File: src/rtl/uart_pkg.sv
// Shared definitions for the UART TX path: state encoding, start-pulse length
// and watchdog counter width.
package uart_pkg;

   localparam logic [1:0] IDLE      = 2'd0;
   localparam logic [1:0] START     = 2'd1;
   localparam logic [1:0] WAIT_DONE = 2'd2;
   localparam logic [1:0] GAP       = 2'd3;

   localparam int START_CYCLES = 2;
   localparam int WD_W         = 16;

   typedef enum logic [1:0] {
      S_IDLE      = IDLE,
      S_START     = START,
      S_WAIT_DONE = WAIT_DONE,
      S_GAP       = GAP
   } state_t;

endpackage

File: src/rtl/uart_tx_arb_if.sv
// Requester handshake, transmitter control and status bundle for uart_tx_arb.
// The slave modport is the arbiter; the master modport is its environment.
interface uart_tx_arb_if #(
   parameter int NUM_REQ    = 4,
   parameter int DATA_WIDTH = 8,
   parameter int GID_W      = $clog2(NUM_REQ)
);
   logic [NUM_REQ-1:0]            req_valid;
   logic [NUM_REQ*DATA_WIDTH-1:0] req_data;
   logic [NUM_REQ-1:0]            req_ready;
   logic [DATA_WIDTH-1:0]         tx_data;
   logic                          tx_run_n;
   logic                          tx_done;
   logic                          busy;
   logic [GID_W-1:0]              grant_id;
   logic                          timeout_err;
   logic                          clr_err;

   modport master (
      output req_valid, req_data, tx_done, clr_err,
      input  req_ready, tx_data, tx_run_n, busy, grant_id, timeout_err
   );

   modport slave (
      input  req_valid, req_data, tx_done, clr_err,
      output req_ready, tx_data, tx_run_n, busy, grant_id, timeout_err
   );
endinterface

File: src/rtl/uart_rr_pick.sv
// Combinational round-robin pick: first valid requester searching upward from
// last_grant+1, wrapping modulo NUM_REQ.
module uart_rr_pick
   import uart_pkg::*;
#(
   parameter int NUM_REQ = 4,
   parameter int GID_W   = $clog2(NUM_REQ)
) (
   input  logic [NUM_REQ-1:0] i_req_valid,
   input  logic [GID_W-1:0]   i_last_grant,
   output logic               o_any_valid,
   output logic [GID_W-1:0]   o_winner
);

   logic [GID_W:0] w_idx;

   // Walk from the farthest offset to the nearest so the nearest valid wins.
   always_comb begin
      o_any_valid = 1'b0;
      o_winner    = '0;
      w_idx       = '0;
      for (int i = NUM_REQ; i >= 1; i--) begin
         w_idx = {1'b0, i_last_grant} + (GID_W+1)'(i);
         if (w_idx >= (GID_W+1)'(NUM_REQ)) begin
            w_idx = w_idx - (GID_W+1)'(NUM_REQ);
         end
         if (i_req_valid[w_idx[GID_W-1:0]]) begin
            o_any_valid = 1'b1;
            o_winner    = w_idx[GID_W-1:0];
         end
      end
   end

endmodule

File: src/rtl/uart_tx_arb.sv
// Round-robin arbiter/sequencer sharing one UART transmitter between NUM_REQ
// byte producers, with a watchdog on the transmitter's end-of-frame pulse.
//
// state       | meaning
// ------------+-----------------------------------------------------------
// S_IDLE      | waiting for any req_valid; grants and latches the winner
// S_START     | tx_run_n held low for START_CYCLES cycles
// S_WAIT_DONE | waiting for tx_done; watchdog abandons frame on timeout
// S_GAP       | one settling cycle before the next arbitration
module uart_tx_arb
   import uart_pkg::*;
#(
   parameter int              NUM_REQ        = 4,
   parameter int              DATA_WIDTH     = 8,
   parameter logic [WD_W-1:0] TIMEOUT_CYCLES = 16'd8192,
   parameter int              GID_W          = $clog2(NUM_REQ)
) (
   input logic         clk,
   input logic         rstn,
   uart_tx_arb_if.slave bus
);

   state_t                r_state;
   logic [1:0]            r_start_cnt;
   logic [WD_W-1:0]       r_wd_cnt;
   logic [DATA_WIDTH-1:0] r_tx_data;
   logic [GID_W-1:0]      r_grant_id;
   logic [GID_W-1:0]      r_last_grant;
   logic [NUM_REQ-1:0]    r_req_ready;
   logic                  r_tx_run_n;
   logic                  r_busy;
   logic                  r_timeout_err;

   state_t                w_next_state;
   logic [1:0]            w_start_cnt;
   logic [WD_W-1:0]       w_wd_cnt;
   logic [DATA_WIDTH-1:0] w_tx_data;
   logic [GID_W-1:0]      w_grant_id;
   logic [GID_W-1:0]      w_last_grant;
   logic [NUM_REQ-1:0]    w_req_ready;
   logic                  w_timeout_set;
   logic                  w_any_valid;
   logic [GID_W-1:0]      w_winner;
   logic [DATA_WIDTH-1:0] w_win_data;
   logic [NUM_REQ-1:0]    w_win_onehot;

   uart_rr_pick #(
      .NUM_REQ (NUM_REQ),
      .GID_W   (GID_W)
   ) u_pick (
      .i_req_valid  (bus.req_valid),
      .i_last_grant (r_last_grant),
      .o_any_valid  (w_any_valid),
      .o_winner     (w_winner)
   );

   always_comb begin
      w_win_data   = '0;
      w_win_onehot = '0;
      for (int i = 0; i < NUM_REQ; i++) begin
         if (w_winner == GID_W'(i)) begin
            w_win_data      = bus.req_data[i*DATA_WIDTH +: DATA_WIDTH];
            w_win_onehot[i] = 1'b1;
         end
      end
   end

   always_comb begin
      w_next_state  = r_state;
      w_start_cnt   = r_start_cnt;
      w_wd_cnt      = r_wd_cnt;
      w_tx_data     = r_tx_data;
      w_grant_id    = r_grant_id;
      w_last_grant  = r_last_grant;
      w_req_ready   = '0;
      w_timeout_set = 1'b0;
      case (r_state)
         S_IDLE: begin
            if (w_any_valid) begin
               w_next_state = S_START;
               w_tx_data    = w_win_data;
               w_grant_id   = w_winner;
               w_last_grant = w_winner;
               w_req_ready  = w_win_onehot;
               w_start_cnt  = '0;
            end
         end
         S_START: begin
            if (r_start_cnt == 2'(START_CYCLES - 1)) begin
               w_next_state = S_WAIT_DONE;
               w_wd_cnt     = '0;
            end else begin
               w_start_cnt = r_start_cnt + 2'd1;
            end
         end
         S_WAIT_DONE: begin
            w_wd_cnt = r_wd_cnt + WD_W'(1);
            // A done pulse on the final watchdog cycle still counts as success.
            if (bus.tx_done) begin
               w_next_state = S_GAP;
            end else if (r_wd_cnt == TIMEOUT_CYCLES - WD_W'(1)) begin
               w_timeout_set = 1'b1;
               w_next_state  = S_GAP;
            end
         end
         S_GAP: begin
            w_next_state = S_IDLE;
         end
         default: begin
            w_next_state = S_IDLE;
         end
      endcase
   end

   always_ff @(posedge clk) begin
      if (!rstn) begin
         r_state       <= S_IDLE;
         r_start_cnt   <= '0;
         r_wd_cnt      <= '0;
         r_tx_data     <= '0;
         r_grant_id    <= '0;
         r_last_grant  <= GID_W'(NUM_REQ - 1);
         r_req_ready   <= '0;
         r_tx_run_n    <= 1'b1;
         r_busy        <= 1'b0;
         r_timeout_err <= 1'b0;
      end else begin
         r_state       <= w_next_state;
         r_start_cnt   <= w_start_cnt;
         r_wd_cnt      <= w_wd_cnt;
         r_tx_data     <= w_tx_data;
         r_grant_id    <= w_grant_id;
         r_last_grant  <= w_last_grant;
         r_req_ready   <= w_req_ready;
         r_tx_run_n    <= (w_next_state != S_START);
         r_busy        <= (w_next_state != S_IDLE);
         if (w_timeout_set) begin
            r_timeout_err <= 1'b1;
         end else if (bus.clr_err) begin
            r_timeout_err <= 1'b0;
         end
      end
   end

   assign bus.req_ready   = r_req_ready;
   assign bus.tx_data     = r_tx_data;
   assign bus.tx_run_n    = r_tx_run_n;
   assign bus.busy        = r_busy;
   assign bus.grant_id    = r_grant_id;
   assign bus.timeout_err = r_timeout_err;

endmodule

File: src/flat_wrapper.sv
// flat-port wrapper written by rule: the top's interface ports become plain ports
module uart_tx_arb_flat import uart_pkg::*;
#(
   parameter int              NUM_REQ        = 4,
   parameter int              DATA_WIDTH     = 8,
   parameter logic [WD_W-1:0] TIMEOUT_CYCLES = 16'd8192,
   parameter int              GID_W          = $clog2(NUM_REQ)
)
  (clk, rstn, bus_req_valid, bus_req_data, bus_tx_done, bus_clr_err, bus_req_ready, bus_tx_data, bus_tx_run_n, bus_busy, bus_grant_id, bus_timeout_err);
  uart_tx_arb_if #(.NUM_REQ(NUM_REQ), .DATA_WIDTH(DATA_WIDTH), .GID_W(GID_W)) bus_i ();
  input logic clk;
  input logic rstn;
  input wire logic [$bits(bus_i.req_valid)-1:0] bus_req_valid;
  input wire logic [$bits(bus_i.req_data)-1:0] bus_req_data;
  input wire logic [$bits(bus_i.tx_done)-1:0] bus_tx_done;
  input wire logic [$bits(bus_i.clr_err)-1:0] bus_clr_err;
  output wire logic [$bits(bus_i.req_ready)-1:0] bus_req_ready;
  output wire logic [$bits(bus_i.tx_data)-1:0] bus_tx_data;
  output wire logic [$bits(bus_i.tx_run_n)-1:0] bus_tx_run_n;
  output wire logic [$bits(bus_i.busy)-1:0] bus_busy;
  output wire logic [$bits(bus_i.grant_id)-1:0] bus_grant_id;
  output wire logic [$bits(bus_i.timeout_err)-1:0] bus_timeout_err;
  assign bus_i.req_valid = bus_req_valid;
  assign bus_i.req_data = bus_req_data;
  assign bus_i.tx_done = bus_tx_done;
  assign bus_i.clr_err = bus_clr_err;
  assign bus_req_ready = bus_i.req_ready;
  assign bus_tx_data = bus_i.tx_data;
  assign bus_tx_run_n = bus_i.tx_run_n;
  assign bus_busy = bus_i.busy;
  assign bus_grant_id = bus_i.grant_id;
  assign bus_timeout_err = bus_i.timeout_err;
  uart_tx_arb #(.NUM_REQ(NUM_REQ), .DATA_WIDTH(DATA_WIDTH), .TIMEOUT_CYCLES(TIMEOUT_CYCLES), .GID_W(GID_W)) u_core (.clk(clk), .rstn(rstn), .bus(bus_i));
endmodule
File: config.mk
export PLATFORM = sky130hd
export DESIGN_NAME = uart_tx_arb_flat
export DESIGN_NICKNAME = d
export VERILOG_FILES = /design/src/rtl/uart_pkg.sv /design/src/rtl/uart_tx_arb_if.sv /design/src/rtl/uart_rr_pick.sv /design/src/rtl/uart_tx_arb.sv /design/src/flat_wrapper.sv
export SDC_FILE = /design/constraint.sdc
export NUM_CORES = 1
export LEC_CHECK = 0
export ABC_AREA = 1
export CORE_UTILIZATION = 44
export CTS_CLUSTER_SIZE = 24
export DETAILED_ROUTE_END_ITERATION = 8
export PLACE_DENSITY = 0.75
export SLEW_MARGIN = 20
export SYNTH_ARGS = -nofsm -noshare
export SYNTH_HDL_FRONTEND = slang
export SYNTH_SLANG_ARGS = --single-unit
File: constraint.sdc
create_clock -name clk -period 1.4 [get_ports clk]
set_input_delay 0.28 -clock clk [delete_from_list [all_inputs] [get_ports clk]]
set_output_delay 0.28 -clock clk [all_outputs]
set_load 0.005 [all_outputs]
==> flow_metrics.env, run 1 <==
export IMPL_ir_drop_v=0.00154
export IMPL_end_kind="flip-flop"
export IMPL_r2r_end="u_core.bus.tx_data[6]"
export IMPL_fin_crit_sh_pct=125
export IMPL_hold_buffers=0
export IMPL_layout_drive_gt1_share_pct=38.3
export IMPL_antenna_found_initial=0
export IMPL_grt_max_degree=24
export IMPL_yosysMostFrequentCell="nand2_1"
export IMPL_cap_violations=0
export IMPL_finalClockSkew_ns=0.00857
export IMPL_final_area_um2=3800
export IMPL_grt_pass1_vias=2444
export IMPL_ys_seq_area_share_pct=34.2
export IMPL_fillCellCount=308
export IMPL_min_from="u_core.bus.timeout_err"
export IMPL_dieArea_um2=5480
export IMPL_place_gp_congestion=0.854
export IMPL_synth_ff_type="dfxtp_1"
export IMPL_netlist_instances=329
export IMPL_drv_slew=0
export IMPL_synthArstFlopShare_pct=0
export IMPL_synth_top_area_share_pct=34.2
export IMPL_synth_edff_count=0
export IMPL_initial_core_util_pct=47.1
export IMPL_fin_ws_ns=-0.353
export IMPL_grt_first_pass_wirelength_um=10600
export IMPL_ys_top_cells_by_area="dfxtp_1 34%, nand2_1 16%, inv_1 5.4%"
export IMPL_period_needed_ns=1.75
export IMPL_worstPathRequired_ns=1.63
export IMPL_drt_iter0_drc=179
export IMPL_worstPathMaxFanout=8
export IMPL_finalNetCount=480
export IMPL_reg2reg_slack_ns=-0.35
export IMPL_routedWlPerCell_um=14.2
export IMPL_fp_dieH_um=74.0
export IMPL_core_um2=4850
export IMPL_status="finished with violations"
export IMPL_synth_area_leader_cell="dfxtp_1"
export IMPL_drt_first_pass_iters=4
export IMPL_whs_endpoint="u_core.bus.timeout_err"
export IMPL_synth_seq_cells=39
export IMPL_clk_path_buf_depth=2
export IMPL_hpwl_um=4300
export IMPL_total_power_mw=8.15
export IMPL_violations="setup timing"
export IMPL_rows=25
export IMPL_drc_errors=0
export IMPL_p_per_area_nw_per_um2=2140
export IMPL_cp_start_kind="flip-flop"
export IMPL_holdCritPathClass="flip-flop to flip-flop"
export IMPL_cts_tree="built"
export IMPL_syn_to_final_growth_pct=66.5
export IMPL_clk_pin_slew_worst_paths_ns=0.08
export IMPL_io_pins=57
export IMPL_h_tree_depth=2
export IMPL_io_buffer_count=56
export IMPL_diodes=0
export IMPL_crit_type="flip-flop to flip-flop"
export IMPL_fmax_mhz=571
export IMPL_drt_wl_total_um=7180
export IMPL_hold_viol=0
export IMPL_syn_num_nets=371
export IMPL_gr_total_overflow=0
export IMPL_syn_avg_cell_area_um2=6.94
export IMPL_tightest_slew_ns=0.268
export IMPL_cts_buffers=5
export IMPL_clock_latency_ns=0.30
export IMPL_yosysWarningCount=0
export IMPL_rr_worst_depth=13
export IMPL_setup_viol=32
export IMPL_cts_sinks=39
export IMPL_root_buffer="clkbuf_8"
export IMPL_rr_startpoint="u_core.r_last_grant[0]"
export IMPL_vias_per_cell=5.25
export IMPL_routed_via_count=2659
export IMPL_rsz0062_at_grt="true"
export IMPL_placed_cell_area_um2=3200
export IMPL_die_w_um=74.0
export IMPL_arrival_ns=1.98
export IMPL_syn_area_um2=2280
export IMPL_grt_usage_pct=24.9
export IMPL_antenna_left=0
export IMPL_synth_top_cells_by_count="96 x nand2_1, 39 x dfxtp_1, 33 x inv_1"
export IMPL_yosysUniqueCellTypes=33
export IMPL_hold_path_cell_count=2
export IMPL_relSlewSlack_pct=82.0
export IMPL_p_leak_nw=1.66
## placed cells by master (no fill, tap or decap), drive strengths merged, types with 3 or more instances in the layout
cell           count
nand4             12
clkbuf             5
a21oi             17
dfxtp             39
a221oi             6
clkdlybuf4s50     36
nor3               5
nand3             26
o21ai             19
inv               40
o211ai             3
nand2            114
nor2              33
buf               53
dlygate4sd2       14
dlymetal6s2s       6
## metal layers
layer / global-route usage, % / vias up / part of all wire, %
met2: 42.5 / 83 / 53
li1: - / 1307 / -
met4: 13.2 / 0 / 3.3
met3: 3.79 / 29 / 3.7
met5: 0 / - / 0
met1: 30.1 / 1240 / 40
## final cells by class
class	count	area, um^2	share of cell area, %
clock buffer	5	68.8	1.81
timing repair buffer	109	1040	27.4
sequential	39	800	21.0
multi-input combinational	243	1620	42.7
inverter	40	165	4.34
tap	67	83.8	2.21
clock inverter	3	20.0	0.527
## critical path, cell delays in order (launching register included)
cell and delay, ns:
dfxtp_4 0.40, buf_12 0.13, nand2_4 0.05, nand2_4 0.10, nand2_4 0.07, nand2_2 0.08, nand2_4 0.07, nand3_4 0.14
nand2_8 0.13, nor2_4 0.18, nand2_1 0.07, nand3_1 0.09, nand2_1 0.06, a21oi_2 0.11
## power breakdown
group	leakage (nW)	switching (mW)	internal [mW]
logic	1.30	3.31	2.52
registers	0.322	0.168	1.37
clock network	0.0402	0.430	0.347
## stage by stage
| step | instances | setup TNS (ns) | setup WS [ns] | hold WS, ns | util (%) |
|---|---|---|---|---|---|
| floorplan | 329 | -1.30 | -0.124 | 0.411 | - |
| global route | 506 | -10.51 | -0.491 | 0.477 | 78.4 |
| CTS | 494 | -5.48 | -0.279 | 0.465 | 71.5 |
| detailed placement | 478 | -12.43 | -0.647 | 0.458 | 66.1 |
| finish | 506 | -7.05 | -0.353 | 0.462 | 78.4 |
| global placement | 478 | -11.40 | -0.599 | 0.452 | 66.1 |
## how the worst max path moves through the flow
stage / from / end / slack [ns] / cells after the start
after global placement: bus_req_valid[2] / u_core.bus.tx_data[6] / -0.60 / 12
after detailed placement: bus_req_valid[2] / u_core.bus.tx_data[6] / -0.65 / 12
after CTS: u_core.r_last_grant[0] / u_core.bus.tx_data[5] / -0.28 / 14
after floorplan: u_core.r_last_grant[0] / u_core.bus.tx_data[0] / -0.12 / 14
final: u_core.r_last_grant[0] / u_core.bus.tx_data[6] / -0.35 / 13
after global routing: u_core.r_last_grant[0] / u_core.bus.tx_data[6] / -0.49 / 13
## cells by family (layout without fill, tap and decap cells)
family	Yosys count	count (layout)	share of synthesized area [%]
AOI/OAI and AO/OA	50	50	14.4
adders and majority gates	2	2	1.10
buffers and inverters	50	157	10.2
DFF	39	39	34.2
and+or+nand+nor	188	191	40.2
## repair_timing
item                       in CTS  in global routing
setup endpoints to repair      43                 42
resized for setup              49                 63
setup buffers                   6                 12
gates cloned                    2                  1
pin swaps                      19                 20
## state kept, by name (all words and copies together) (netlist names), 2 cells and up
name                  cells
u_core.bus.grant_id       2
u_core.bus.req_ready      4
u_core.bus.tx_data        8
u_core.r_last_grant       2
u_core.r_start_cnt        2
u_core.r_state            2
u_core.r_wd_cnt          16
Note: power is estimated with default switching activity, not from simulation.
==> run 2, diff against run 1 <==
CTS_CLUSTER_SIZE = 14   (was 24)
==> results of run 2 <==
Same layout as run 1: the final DEF is identical, and so are final timing and power.
==> run 3, diff against run 2 <==
ABC_AREA = 0   (was 1)
CORE_UTILIZATION = 43   (was 44)
==> flow_metrics.env, run 3 <==
export IMPL_ir_drop_v=0.000503
export IMPL_layout_drive_gt1_share_pct=39.2
export IMPL_p_leak_nw=1.53
export IMPL_synthXorXnorAreaFrac_pct=0
export IMPL_largest_reg_flops=16
export IMPL_tightest_slew_ns=0.383
export IMPL_total_power_mw=3.09
export IMPL_crit_type="input pin to flip-flop"
export IMPL_placed_cell_area_um2=3010
export IMPL_status="finished with violations"
export IMPL_place_gp_congestion=0.800
export IMPL_diodes=0
export IMPL_vias_per_cell=5.60
export IMPL_worstPathRequired_ns=1.63
export IMPL_synthSimpleGateAreaFrac_pct=23.4
export IMPL_fin_crit_sh_pct=120
export IMPL_drv_slew=0
export IMPL_relSlewSlack_pct=74.3
export IMPL_drt_wl_total_um=6390
export IMPL_netlist_instances=235
export IMPL_synth_compound_area_share_pct=17.6
export IMPL_period_needed_ns=1.68
export IMPL_placedCellCount=379
export IMPL_arrival_ns=1.91
export IMPL_hold_buffers=0
export IMPL_holdCritPathClass="flip-flop to flip-flop"
export IMPL_violations="setup timing"
export IMPL_syn_area_um2=2020
export IMPL_grt_pass1_vias=2131
export IMPL_fin_ws_ns=-0.279
export IMPL_hold_viol=0
export IMPL_synth_top_area_share_pct=38.7
export IMPL_hpwl_um=4010
export IMPL_fillCellCount=280
export IMPL_drt_first_pass_iters=5
export IMPL_utilization_pct=78.2
export IMPL_dieArea_um2=4970
export IMPL_yosysWarningCount=0
export IMPL_die_w_um=70.5
export IMPL_finalNetCount=386
export IMPL_clk_pin_slew_worst_paths_ns=0.08
export IMPL_rows=24
export IMPL_fp_dieH_um=70.5
export IMPL_final_area_um2=3470
export IMPL_drc_errors=0
export IMPL_final_cell_mix="46 x buf_4, 35 x clkdlybuf4s50_1, 21 x dfxtp_1"
export IMPL_synth_top_family_by_area="simple AND/OR/NAND/NOR gates"
export IMPL_end_kind="flip-flop"
export IMPL_grt_max_degree=14
export IMPL_rsz0062_at_grt="true"
export IMPL_initial_core_util_pct=45.4
export IMPL_syn_num_nets=277
export IMPL_cts_sinks=39
export IMPL_synth_fa_ha_area_share_pct=1.24
export IMPL_root_buffer="clkbuf_8"
export IMPL_finalClockSkew_ns=0.00513
export IMPL_cts_tree="built"
export IMPL_cp_start_kind="input pin"
export IMPL_ys_seq_area_share_pct=38.7
export IMPL_finalNonFillerCells=396
export IMPL_synth_top_cells_by_count="39 x dfxtp_1, 19 x nand2_1, 19 x nor2_1"
export IMPL_io_pins=57
export IMPL_setup_viol=17
export IMPL_final_common_cell="buf_4"
export IMPL_top_register="u_core.r_wd_cnt"
export IMPL_antenna_found_initial=0
export IMPL_p_per_area_nw_per_um2=890
export IMPL_syn_to_final_growth_pct=72.2
export IMPL_clk_path_buf_depth=2
export IMPL_synth_seq_cells=39
export IMPL_routed_via_count=2219
export IMPL_cap_violations=0
export IMPL_grt_first_pass_wirelength_um=9730
export IMPL_core_um2=4440
export IMPL_synth_area_leader_cell="dfxtp_1"
export IMPL_fmax_mhz=595
export IMPL_syn_avg_cell_area_um2=8.58
export IMPL_post_place_ws_ns=-0.759
export IMPL_clock_latency_ns=0.29
export IMPL_synth_edff_count=0
export IMPL_synthArstFlopShare_pct=0
export IMPL_routedWlPerCell_um=16.1
export IMPL_antenna_left=0
export IMPL_yosysMostFrequentCell="dfxtp_1"
export IMPL_gr_total_overflow=0
export IMPL_synth_ff_type="dfxtp_1"
export IMPL_grt_usage_pct=25.0
export IMPL_setup_tns_final_ns=-2.53
export IMPL_worstPathMaxFanout=5
export IMPL_yosysUniqueCellTypes=47
export IMPL_hold_ws_ns=0.459
export IMPL_h_tree_depth=2
export IMPL_io_buffer_count=56
export IMPL_synthMuxAreaShare_pct=14.6
export IMPL_cts_buffers=5
export IMPL_ys_top_cells_by_area="dfxtp_1 39%, mux2i_1 8.4%, mux2_4 4.5%"
export IMPL_drt_iter0_drc=163
-- run 3: area by class of cell --
| type | instances | area, um^2 | share of cell area, % |
|---|---|---|---|
| multi-input combinational | 176 | 1370 | 39.3 |
| timing repair buffer | 115 | 1100 | 31.7 |
| sequential | 39 | 811 | 23.3 |
| clock buffer | 5 | 68.8 | 1.98 |
| tap | 52 | 65.1 | 1.87 |
| clock inverter | 2 | 37.5 | 1.08 |
| inverter | 7 | 26.3 | 0.756 |
-- run 3: worst paths after layout --
path	cells past startpoint	from	slack (ns)	to
hold / removal	2	u_core.bus.tx_data[0]	0.46	u_core.bus.tx_data[0]
hold reg to reg	2	u_core.bus.tx_data[0]	0.46	u_core.bus.tx_data[0]
setup / recovery	9	bus_req_valid[1]	-0.28	u_core.bus.tx_data[2]
setup reg to reg	8	u_core.r_last_grant[1]	-0.27	u_core.bus.tx_data[2]
-- run 3: cell families (layout without fill, tap and decap cells) --
| kind of cell | after synthesis | after routing |
|---|---|---|
| adders and majority gates | 2 | 2 |
| buffers and inverters | 20 | 129 |
| muxes | 26 | 26 |
| DFF | 39 | 39 |
| and+or+nand+nor | 92 | 92 |
| AOI/OAI and AO/OA | 56 | 56 |
-- run 3: power breakdown --
part | switching, mW | total [mW] | internal, mW
Combinational | 0.387 | 0.952 | 0.566
Clock | 0.397 | 0.917 | 0.521
Sequential | 0.0387 | 1.22 | 1.18
Total | 0.822 | 3.09 | 2.27
-- run 3: routing by layer --
layer / track usage, % / vias to the layer above / part of all wire [%]
li1: - / 1072 / -
met1: 29.6 / 1047 / 40
met2: 42.1 / 87 / 53
met3: 5.77 / 13 / 5.2
met4: 12.7 / 0 / 2.3
met5: 0 / - / 0
-- run 3: timing repair --
action / in CTS / in global routing
setup buffers: 5 / 4
cloned: 2 / 0
endpoints found under the setup margin: 39 / 34
resized for setup: 53 / 45
pin swaps: 14 / 17
hold endpoints to repair: 0 / 0
-- run 3: critical path, stage by stage --
cell             delay, ns
clkdlybuf4s15_2       0.22
or2_4                 0.27
a311oi_4              0.28
buf_6                 0.15
buf_12                0.09
buf_16                0.11
mux2i_1               0.08
mux2_4                0.27
o21ai_2               0.14
